$ cat src/rtl/button_debounce.sv
// Push-button conditioner: two-flop synchroniser followed by a four-state debounce FSM.
// A new level is accepted only after it has been seen for DEBOUNCE_CYCLES+1 consecutive samples.
module button_debounce #(
   parameter int DEBOUNCE_CYCLES = 50000,
   parameter int CNT_W           = $clog2(DEBOUNCE_CYCLES)
) (
   input  logic clk,
   input  logic reset,
   input  logic btn_raw,
   output logic btn_db,
   output logic btn_chg
);

   typedef enum logic [1:0] {
      ST_LOW    = 2'd0,
      WAIT_HIGH = 2'd1,
      ST_HIGH   = 2'd2,
      WAIT_LOW  = 2'd3
   } state_t;

   localparam logic [CNT_W-1:0] CNT_LAST = CNT_W'(DEBOUNCE_CYCLES - 1);

   logic             s1;
   logic             s2;
   state_t           state;
   logic [CNT_W-1:0] cnt;

   always_ff @(posedge clk or negedge reset) begin
      if (!reset) begin
         s1 <= 1'b0;
         s2 <= 1'b0;
      end else begin
         s1 <= btn_raw;
         s2 <= s1;
      end
   end

   always_ff @(posedge clk or negedge reset) begin
      if (!reset) begin
         state   <= ST_LOW;
         cnt     <= '0;
         btn_db  <= 1'b0;
         btn_chg <= 1'b0;
      end else begin
         btn_chg <= 1'b0;
         case (state)
            ST_LOW: begin
               if (s2) begin
                  state <= WAIT_HIGH;
                  cnt   <= '0;
               end
            end
            WAIT_HIGH: begin
               // Any return to the accepted level restarts the window from zero.
               if (!s2) begin
                  state <= ST_LOW;
                  cnt   <= '0;
               end else if (cnt == CNT_LAST) begin
                  state   <= ST_HIGH;
                  btn_db  <= 1'b1;
                  btn_chg <= 1'b1;
               end else begin
                  cnt <= cnt + 1'b1;
               end
            end
            ST_HIGH: begin
               if (!s2) begin
                  state <= WAIT_LOW;
                  cnt   <= '0;
               end
            end
            WAIT_LOW: begin
               if (s2) begin
                  state <= ST_HIGH;
                  cnt   <= '0;
               end else if (cnt == CNT_LAST) begin
                  state   <= ST_LOW;
                  btn_db  <= 1'b0;
                  btn_chg <= 1'b1;
               end else begin
                  cnt <= cnt + 1'b1;
               end
            end
            default: begin
               state <= ST_LOW;
               cnt   <= '0;
            end
         endcase
      end
   end

endmodule
$ cat config.mk
export PLATFORM = sky130hd
export DESIGN_NAME = button_debounce
export DESIGN_NICKNAME = d
export VERILOG_FILES = /design/src/rtl/button_debounce.sv
export SDC_FILE = /design/constraint.sdc
export NUM_CORES = 1
export LEC_CHECK = 0
export BUFFER_PORTS_ARGS = -buffer_cell sky130_fd_sc_hd__buf_4
export CORE_MARGIN = 8
export CORE_UTILIZATION = 46
export DETAILED_ROUTE_END_ITERATION = 12
export MAX_ROUTING_LAYER = met4
export PLACE_DENSITY = 0.65
export SETUP_SLACK_MARGIN = 0.2
export SLEW_MARGIN = 10
export SYNTH_ARGS = -nofsm -noshare
export SYNTH_HDL_FRONTEND = slang
export SYNTH_SLANG_ARGS = --single-unit
$ cat constraint.sdc
create_clock -name clk -period 1.9 [get_ports clk]
set_clock_uncertainty 0.15 [all_clocks]
set_input_delay 0.19 -clock clk [delete_from_list [all_inputs] [get_ports clk]]
set_output_delay 0.19 -clock clk [all_outputs]
set_load 0.02 [all_outputs]
# After elaboration in Yosys (flattened, before gate mapping)
# Index checks and enable logic that the tools add are counted.
classes:
  add_sub_neg: 1
  eq_ne: 12
  mux: 22
  n_reduce_logical: 5
ops:
  columns: ["op", "count"]
  rows:
  - ["16-bit two-way mux", 5]
  - ["16-bit one-hot mux with 4 select lines", 1]
  - ["16-bit by 1-bit adder with 16-bit output, second input constant", 1]
  - ["16-bit equality test, second input constant", 1]
  - ["2-bit two-way mux", 6]
  - ["2-bit != test, second input constant", 6]
  - ["2-bit one-hot mux with 4 select lines", 1]
  - ["1-bit two-way mux", 7]
  - ["3-bit != test, second input constant", 2]
  - ["5-bit AND reduction", 1]
  - ["2-bit equality test, second input constant", 2]
  - ["1-bit one-hot mux with 2 select lines", 2]
  - ["4-bit AND reduction", 1]
  - ["2-bit by 1-bit equality test with 1-bit output, second input constant", 1]
  - ["2-bit logical NOT", 1]
  - ["2-bit AND reduction", 1]
  - ["2-bit nonzero test", 1]
totals:
  reg_bits: 22
  inputBits: 3
  out_inout_bits: 2
  elab_cells: 46

# Depth between registers and ports, before layout
# Gate-level depths: netlist of run 1.
depth:
  depth_word: 4
  depth_mapped: 5
  depth_no_buf: 5

# Least setup slack after synthesis of run 1
# OpenSTA, ideal clock, no wires.
synth_path:
  path_type: "reg-to-reg"
  startpoint: "register cnt[7]"
  endpoint: "register (tool-made name)"
  setup_ns: 0.125
  arrival_time_ns: 1.670
  slack_ns: -0.044
  path_stages_with_launch: 4
  path_buffers: 0
  period_less_slack_ns: 1.944
  cell_sequence: "dfrtp_1 -> or4b_4 -> nor4_2 -> mux2_2"
synth_lines:
  columns: ["item", "line", "source"]
  rows:
  - ["start, declared", "26", "logic [CNT_W-1:0] cnt;"]
  - ["start signal, assigned", "63", "cnt <= cnt + 1'b1;"]
  - ["start signal, assigned", "81", "cnt <= cnt + 1'b1;"]

==> metrics.yaml, run 1 <==
setup_path:
  end_kind: "flip-flop"
  slowest_stage: "or4b_4"
  arrival_ns: 1.98
  worstSetupStartpointType: "flip-flop"
  path_max_fanout: 3
  worstPathRequired_ns: 1.96
  crit_chain: "or4b_4, nor4_4, mux2_4"
  rrSetupSlack_ns: -0.02
  worstSetupPathType: "flip-flop to flip-flop"
  critPathMaxStageDelay_ns: 0.59
yosys:
  synthTopCellsByArea: "dfrtp_1 48%, xnor2_1 6.9%, nand3_1 3.9%"
  syn_area_per_cell_um2: 10.1
  synthAdderAreaFrac_pct: 1.10
  synth_top_area_share_pct: 48.2
  synth_compound_area_share_pct: 6.47
  synth_edf_count: 0
  yosysMostFrequentCell: "dfrtp_1"
  ys.flop_type: "dfrtp_1"
  yosys.area.top_type: "dfrtp_1"
  yosys_warnings: 0
  ys_seq_area_share_pct: 48.2
  async_reset_ff_share_pct: 100
  synth_common_cells: "22 x dfrtp_1, 11 x nor2_1, 9 x nand3_1, 9 x xnor2_1, 7 x nand4_1"
  synth-simple-area-share_pct: 31.4
  syn_area_um2: 1140
  synth_mux_area_share_pct: 1.97
  synthXorXnorAreaFrac_pct: 8.44
  synth_top_family_by_area: "simple AND/OR/NAND/NOR gates"
  netlist_instances: 113
  ys_seq_elements: 22
  synth_nets: 117
  synthDistinctLibCells: 35
drt:
  via_per_inst: 5.71
  via_count: 993
  drt_wl_total_um: 2720
  drtIter0Drc: 66
  dr.pass1.iters: 5
  ant_nets: 0
  routedWlPerCell_um: 15.6
  drc: 0
job:
  cap_violations: 0
global_route:
  grt_antenna_before_repair: 0
  grt_use_total_pct: 14.0
  gr-total-overflow: 0
  grt_pass1_wl_um: 4640
  grt_max_degree: 23
  grt_pass1_vias: 939
floorplan:
  row_count: 18
  design.die.area_um2: 4330
  die_y_um: 65.8
  die_w_um: 65.8
  core_region_area_um2: 2410
  initial_core_util_pct: 47.4
  io_pins: 5
cts:
  cts-htree-levels: 1
  numCtsBuffers: 3
  clkSinkCount: 22
  clock_latency_ns: 0.31
  clockBufferDepth: 2
  cts_root_buf: "clkbuf_4"
  path_clk_slew_ns: 0.13
  cts_tree: "done"
timing:
  finalCritPeriodShare_pct: 101
  setup_viol_count_final: 2
  min_period_ns: 1.92
  rsz0062_at_grt: "true"
  max_freq_mhz: 522
  slew_violations: 0
  postLayoutSetupSlackWorst_ns: -0.0160
  tightest_slew_ns: 0.326
  hold_viol: 0
  timing.slew.headroom_pct: 78.0
pwr:
  power_density_nw_per_um2: 588
  p_leak_uw: 0.000720
  ir_drop_v: 0.000457
layout:
  nFillCells: 182
  fin_area_um2: 1610
  utilization_pct: 66.7
  layout.nets: 149
  layout-drive-gt1-share_pct: 39.6
  antenna_cells: 0
  area_growth_pct: 40.9
place:
  dp_slack_ns: 0.00530
  gp_congestion: 0.864
  dpl.hpwl_um: 1840
  place_area_um2: 1360
  io_buffers: 4
outcome:
  status: "finished with violations"
  violations: "negative setup slack"
hold_path:
  min_path_type: "input pin to async pin"
-- through the flow --
step	TNS [ns]	total power, uW	std cells	hold WS (ns)
final	-0.0294	945	174	0.137
after global routing	-0.196	1000	174	0.157
after CTS	-0.00706	938	171	0.139
after detailed placement	0	638	162	-0.0521
after global placement	0	630	162	-0.0571
after floorplan	0	575	113	-0.256
-- final cells by class --
cell class	instances	area, um2	share of cell area (%)
Clock buffer	4	36.3	2.26
Inverter	3	11.3	0.700
Multi-Input combinational cell	84	719	44.7
Timing Repair Buffer	31	253	15.7
Sequential cell	22	551	34.2
Tap cell	30	37.5	2.33
-- cell usage in the layout, fill, tap and decap left out, types with 4 or more instances in the layout --
| cell type | count |
|---|---|
| nor2_1 | 10 |
| nand4_1 | 7 |
| buf_4 | 25 |
| xnor2_1 | 8 |
| buf_6 | 4 |
| nand2_1 | 4 |
| dfrtp_1 | 22 |
| nor4_4 | 5 |
| nand3_1 | 6 |
-- worst paths after layout --
check,from,end,depth (start not counted)
max in group asynchronous,reset,cnt[15],2
setup / recovery,cnt[13],flip-flop,3
min in group clk,s1,s2,0
hold / removal,reset,state[0],2
hold reg to reg,s1,s2,0
setup reg to reg,cnt[13],flip-flop,3
-- what timing repair did --
| action | in CTS | in global routing |
|---|---|---|
| hold buffers | 2 | 0 |
| cloned | 0 | 0 |
| hold endpoints to repair | 23 | 0 |
| endpoints found under the setup margin | 14 | 17 |
| pin swaps | 5 | 4 |
| buffers inserted | 3 | 3 |
| gates resized for setup | 18 | 10 |
-- power breakdown --
| part | internal, uW | switching (uW) |
|---|---|---|
| clock | 117 | 152 |
| combinational | 81.0 | 82.7 |
| sequential | 488 | 24.0 |
-- registers in the layout (all words and copies together), names as in the netlist, named ones only --
name     count
cnt         16
btn_chg      1
btn_db       1
s1           1
s2           1
state        1
-- per-layer routing --
metal | global-route usage [%] | vias to the layer above | part of all wire, %
met1 | 18.1 | 491 | 44
met5 | - | - | 0
li1 | - | 472 | -
met4 | 4.09 | 0 | 1.5
met3 | 2.20 | 4 | 4.4
met2 | 22.0 | 26 | 50
-- worst max-delay path, delay by kind of cell (launching register included) --
family,cells,cell delay [ns]
multiplexers,1,0.32
flip-flops,1,0.40
AND/OR/NAND/NOR,2,0.94
-- cells by family after synthesis --
group                    after synthesis
buffers and inverters                  7
AND/OR/NAND/NOR                       58
AO/OA/AOI/OAI                         12
multiplexers                           2
XOR/XNOR                              11
adder cells (fa/ha/maj)                1
flip-flops                            22
Note: power is estimated with default switching activity, not from simulation.
==> inputs of run 2 (changes only) <==
--- a/config.mk
+++ b/config.mk
@@ -8,9 +8,11 @@
 export BUFFER_PORTS_ARGS = -buffer_cell sky130_fd_sc_hd__buf_4
 export CORE_MARGIN = 8
 export CORE_UTILIZATION = 46
+export CTS_BUF_LIST = sky130_fd_sc_hd__clkbuf_4 sky130_fd_sc_hd__clkbuf_8
+export CTS_CLUSTER_SIZE = 30
 export DETAILED_ROUTE_END_ITERATION = 12
 export MAX_ROUTING_LAYER = met4
-export PLACE_DENSITY = 0.65
+export PLACE_DENSITY = 0.62
 export SETUP_SLACK_MARGIN = 0.2
 export SLEW_MARGIN = 10
 export SYNTH_ARGS = -nofsm -noshare
==> constraint.sdc (replaced) <==
create_clock -name clk -period 2.3 [get_ports clk]
set_clock_uncertainty 0.15 [all_clocks]
set_input_delay 0.23 -clock clk [delete_from_list [all_inputs] [get_ports clk]]
set_output_delay 0.23 -clock clk [all_outputs]
set_load 0.02 [all_outputs]
==> metrics.yaml, run 2 (synthesis results as in run 1) <==
outcome:
  status: "completed"
floorplan:
  die_y_um: 65.8  # unchanged
  io_pins: 5  # unchanged
  row_count: 18  # unchanged
  die_w_um: 65.8  # unchanged
  initial_core_util_pct: 47.4  # unchanged
  design.die.area_um2: 4330  # unchanged
  core_region_area_um2: 2410  # unchanged
cts:
  path_clk_slew_ns: 0.12  # about the same
  clock_latency_ns: 0.31  # about the same
  cts_root_buf: "clkbuf_4"
  numCtsBuffers: 3  # unchanged
  clkSinkCount: 22  # unchanged
  cts-htree-levels: 1  # unchanged
  clockBufferDepth: 2  # unchanged
  cts_tree: "done"
timing:
  max_freq_mhz: 491  # -5.9%
  rsz0062_at_grt: "false"
  timing.slew.headroom_pct: 67.3  # -11 points
  min_period_ns: 2.04  # +0.119 ns
  tightest_slew_ns: 0.485  # +0.159 ns
  slew_violations: 0  # unchanged
  finalCritPeriodShare_pct: 88.5  # -12 points
  setup_viol_count_final: 0  # -2
  tns_ns: 0  # +0.0294 ns
  hold_viol: 0  # unchanged
global_route:
  grt_pass1_wl_um: 3820  # -18%
  gr-total-overflow: 0  # unchanged
  grt_max_degree: 23  # unchanged
  grt_use_total_pct: 11.6  # -2.4 points
  grt_antenna_before_repair: 0  # unchanged
  grt_pass1_vias: 836  # -11%
drt:
  drt_wl_total_um: 2230  # -18%
  routed-wl-met2_um: 1020  # -25%
  ant_nets: 0  # unchanged
  drtIter0Drc: 60  # -9.1%
  met3_length_um: 64  # -47%
  via_per_inst: 5.79  # +1.5%
  dr.pass1.iters: 6  # +1
  routedWlPerCell_um: 14.5  # -7.0%
  drc: 0  # unchanged
  routedLengthMet1_um: 1100  # -8.2%
  highest_layer: "met4"
  via_count: 886  # -11%
layout:
  fin_area_um2: 1290  # -20%
  area_growth_pct: 12.8
  final_common_cell: "dfrtp_1"
  layout.nets: 128  # -14%
  layout-drive-gt1-share_pct: 18.7  # -21 points
  layout_common_cells: "22 x dfrtp_1, 11 x nor2_1, 9 x xnor2_1, 8 x nand3_1, 8 x buf_4"
  antenna_cells: 0  # unchanged
  top_register: "cnt"
  largest_register_ff_count: 16  # unchanged
hold_path:
  min_path_type: "input pin to async pin"
place:
  io_buffers: 4  # unchanged
  dpl.hpwl_um: 1560  # -15%
  place_area_um2: 1210  # -11%
  gp_congestion: 0.820  # -5.0%
setup_path:
  end_kind: "flip-flop"
  path_max_fanout: 6  # +3
  worstSetupStartpointType: "flip-flop"
  arrival_ns: 2.09  # +0.11 ns
  worstPathRequired_ns: 2.36  # +0.40 ns
  worstSetupPathType: "flip-flop to flip-flop"
  rr_worst_depth: 3  # unchanged
pwr:
  power_density_nw_per_um2: 551  # -6.2%
  p_leak_uw: 0.000530  # -26%
  ir_drop_v: 0.000451  # -1.2%
job:
  cap_violations: 0  # unchanged
==> run 2: critical path: stages, from the launching register on <==
cell and delay [ns]:
dfrtp_1 0.46, or4b_4 0.58, nor4_2 0.38, mux2_2 0.37
==> run 2: per-layer routing <==
layer | global-route usage, % | vias up
met5 | - | -
met4 | 7.08 | 0
met3 | 2.54 | 5
met2 | 16.4 | 16
met1 | 14.7 | 430
li1 | - | 435
==> run 2: metrics by stage <==
step | utilization, % | setup slack [ns] | hold WS (ns) | power (uW) | cells
after detailed placement | 50.4 | 0.287 | -0.0134 | 503 | 146
after global placement | 50.4 | 0.306 | -0.0170 | 502 | 146
final | 53.4 | 0.265 | 0.185 | 709 | 153
after CTS | 52.8 | 0.247 | 0.184 | 717 | 152
after floorplan | - | 0.356 | -0.216 | 474 | 113
after global routing | 53.4 | 0.206 | 0.208 | 752 | 153
==> run 2: what timing repair did <==
| action | CTS | global route |
|---|---|---|
| setup buffers | 0 | 1 |
| resized for setup | 0 | 2 |
| hold endpoints to repair | 23 | 0 |
| setup endpoints to repair | 0 | 5 |
| hold buffers | 2 | 0 |
==> run 2: power breakdown <==
part / internal (uW) / switching, uW
Combinational: 33.9 / 38.6
Clock: 96.7 / 113
Sequential: 403 / 24.0
Total: 534 / 176
==> run 2: worst paths after layout <==
check / from / to / slack [ns]
setup / recovery: cnt[7] / flip-flop / 0.26
setup reg to reg: cnt[7] / flip-flop / 0.26
hold reg to reg: s1 / s2 / 0.21
hold / removal: reset / cnt[6] / 0.18
min in group clk: s1 / s2 / 0.21
max in group asynchronous: reset / cnt[13] / 1.59
==> run 2: cell type report <==
type                            instances  area [um2]
Timing Repair Buffer                   10        80.1
Sequential cell                        22         551
Clock buffer                            4        36.3
Tap cell                               30        37.5
Inverter                                3        11.3
Fill cell                             200        1120
Multi-Input combinational cell         84         572
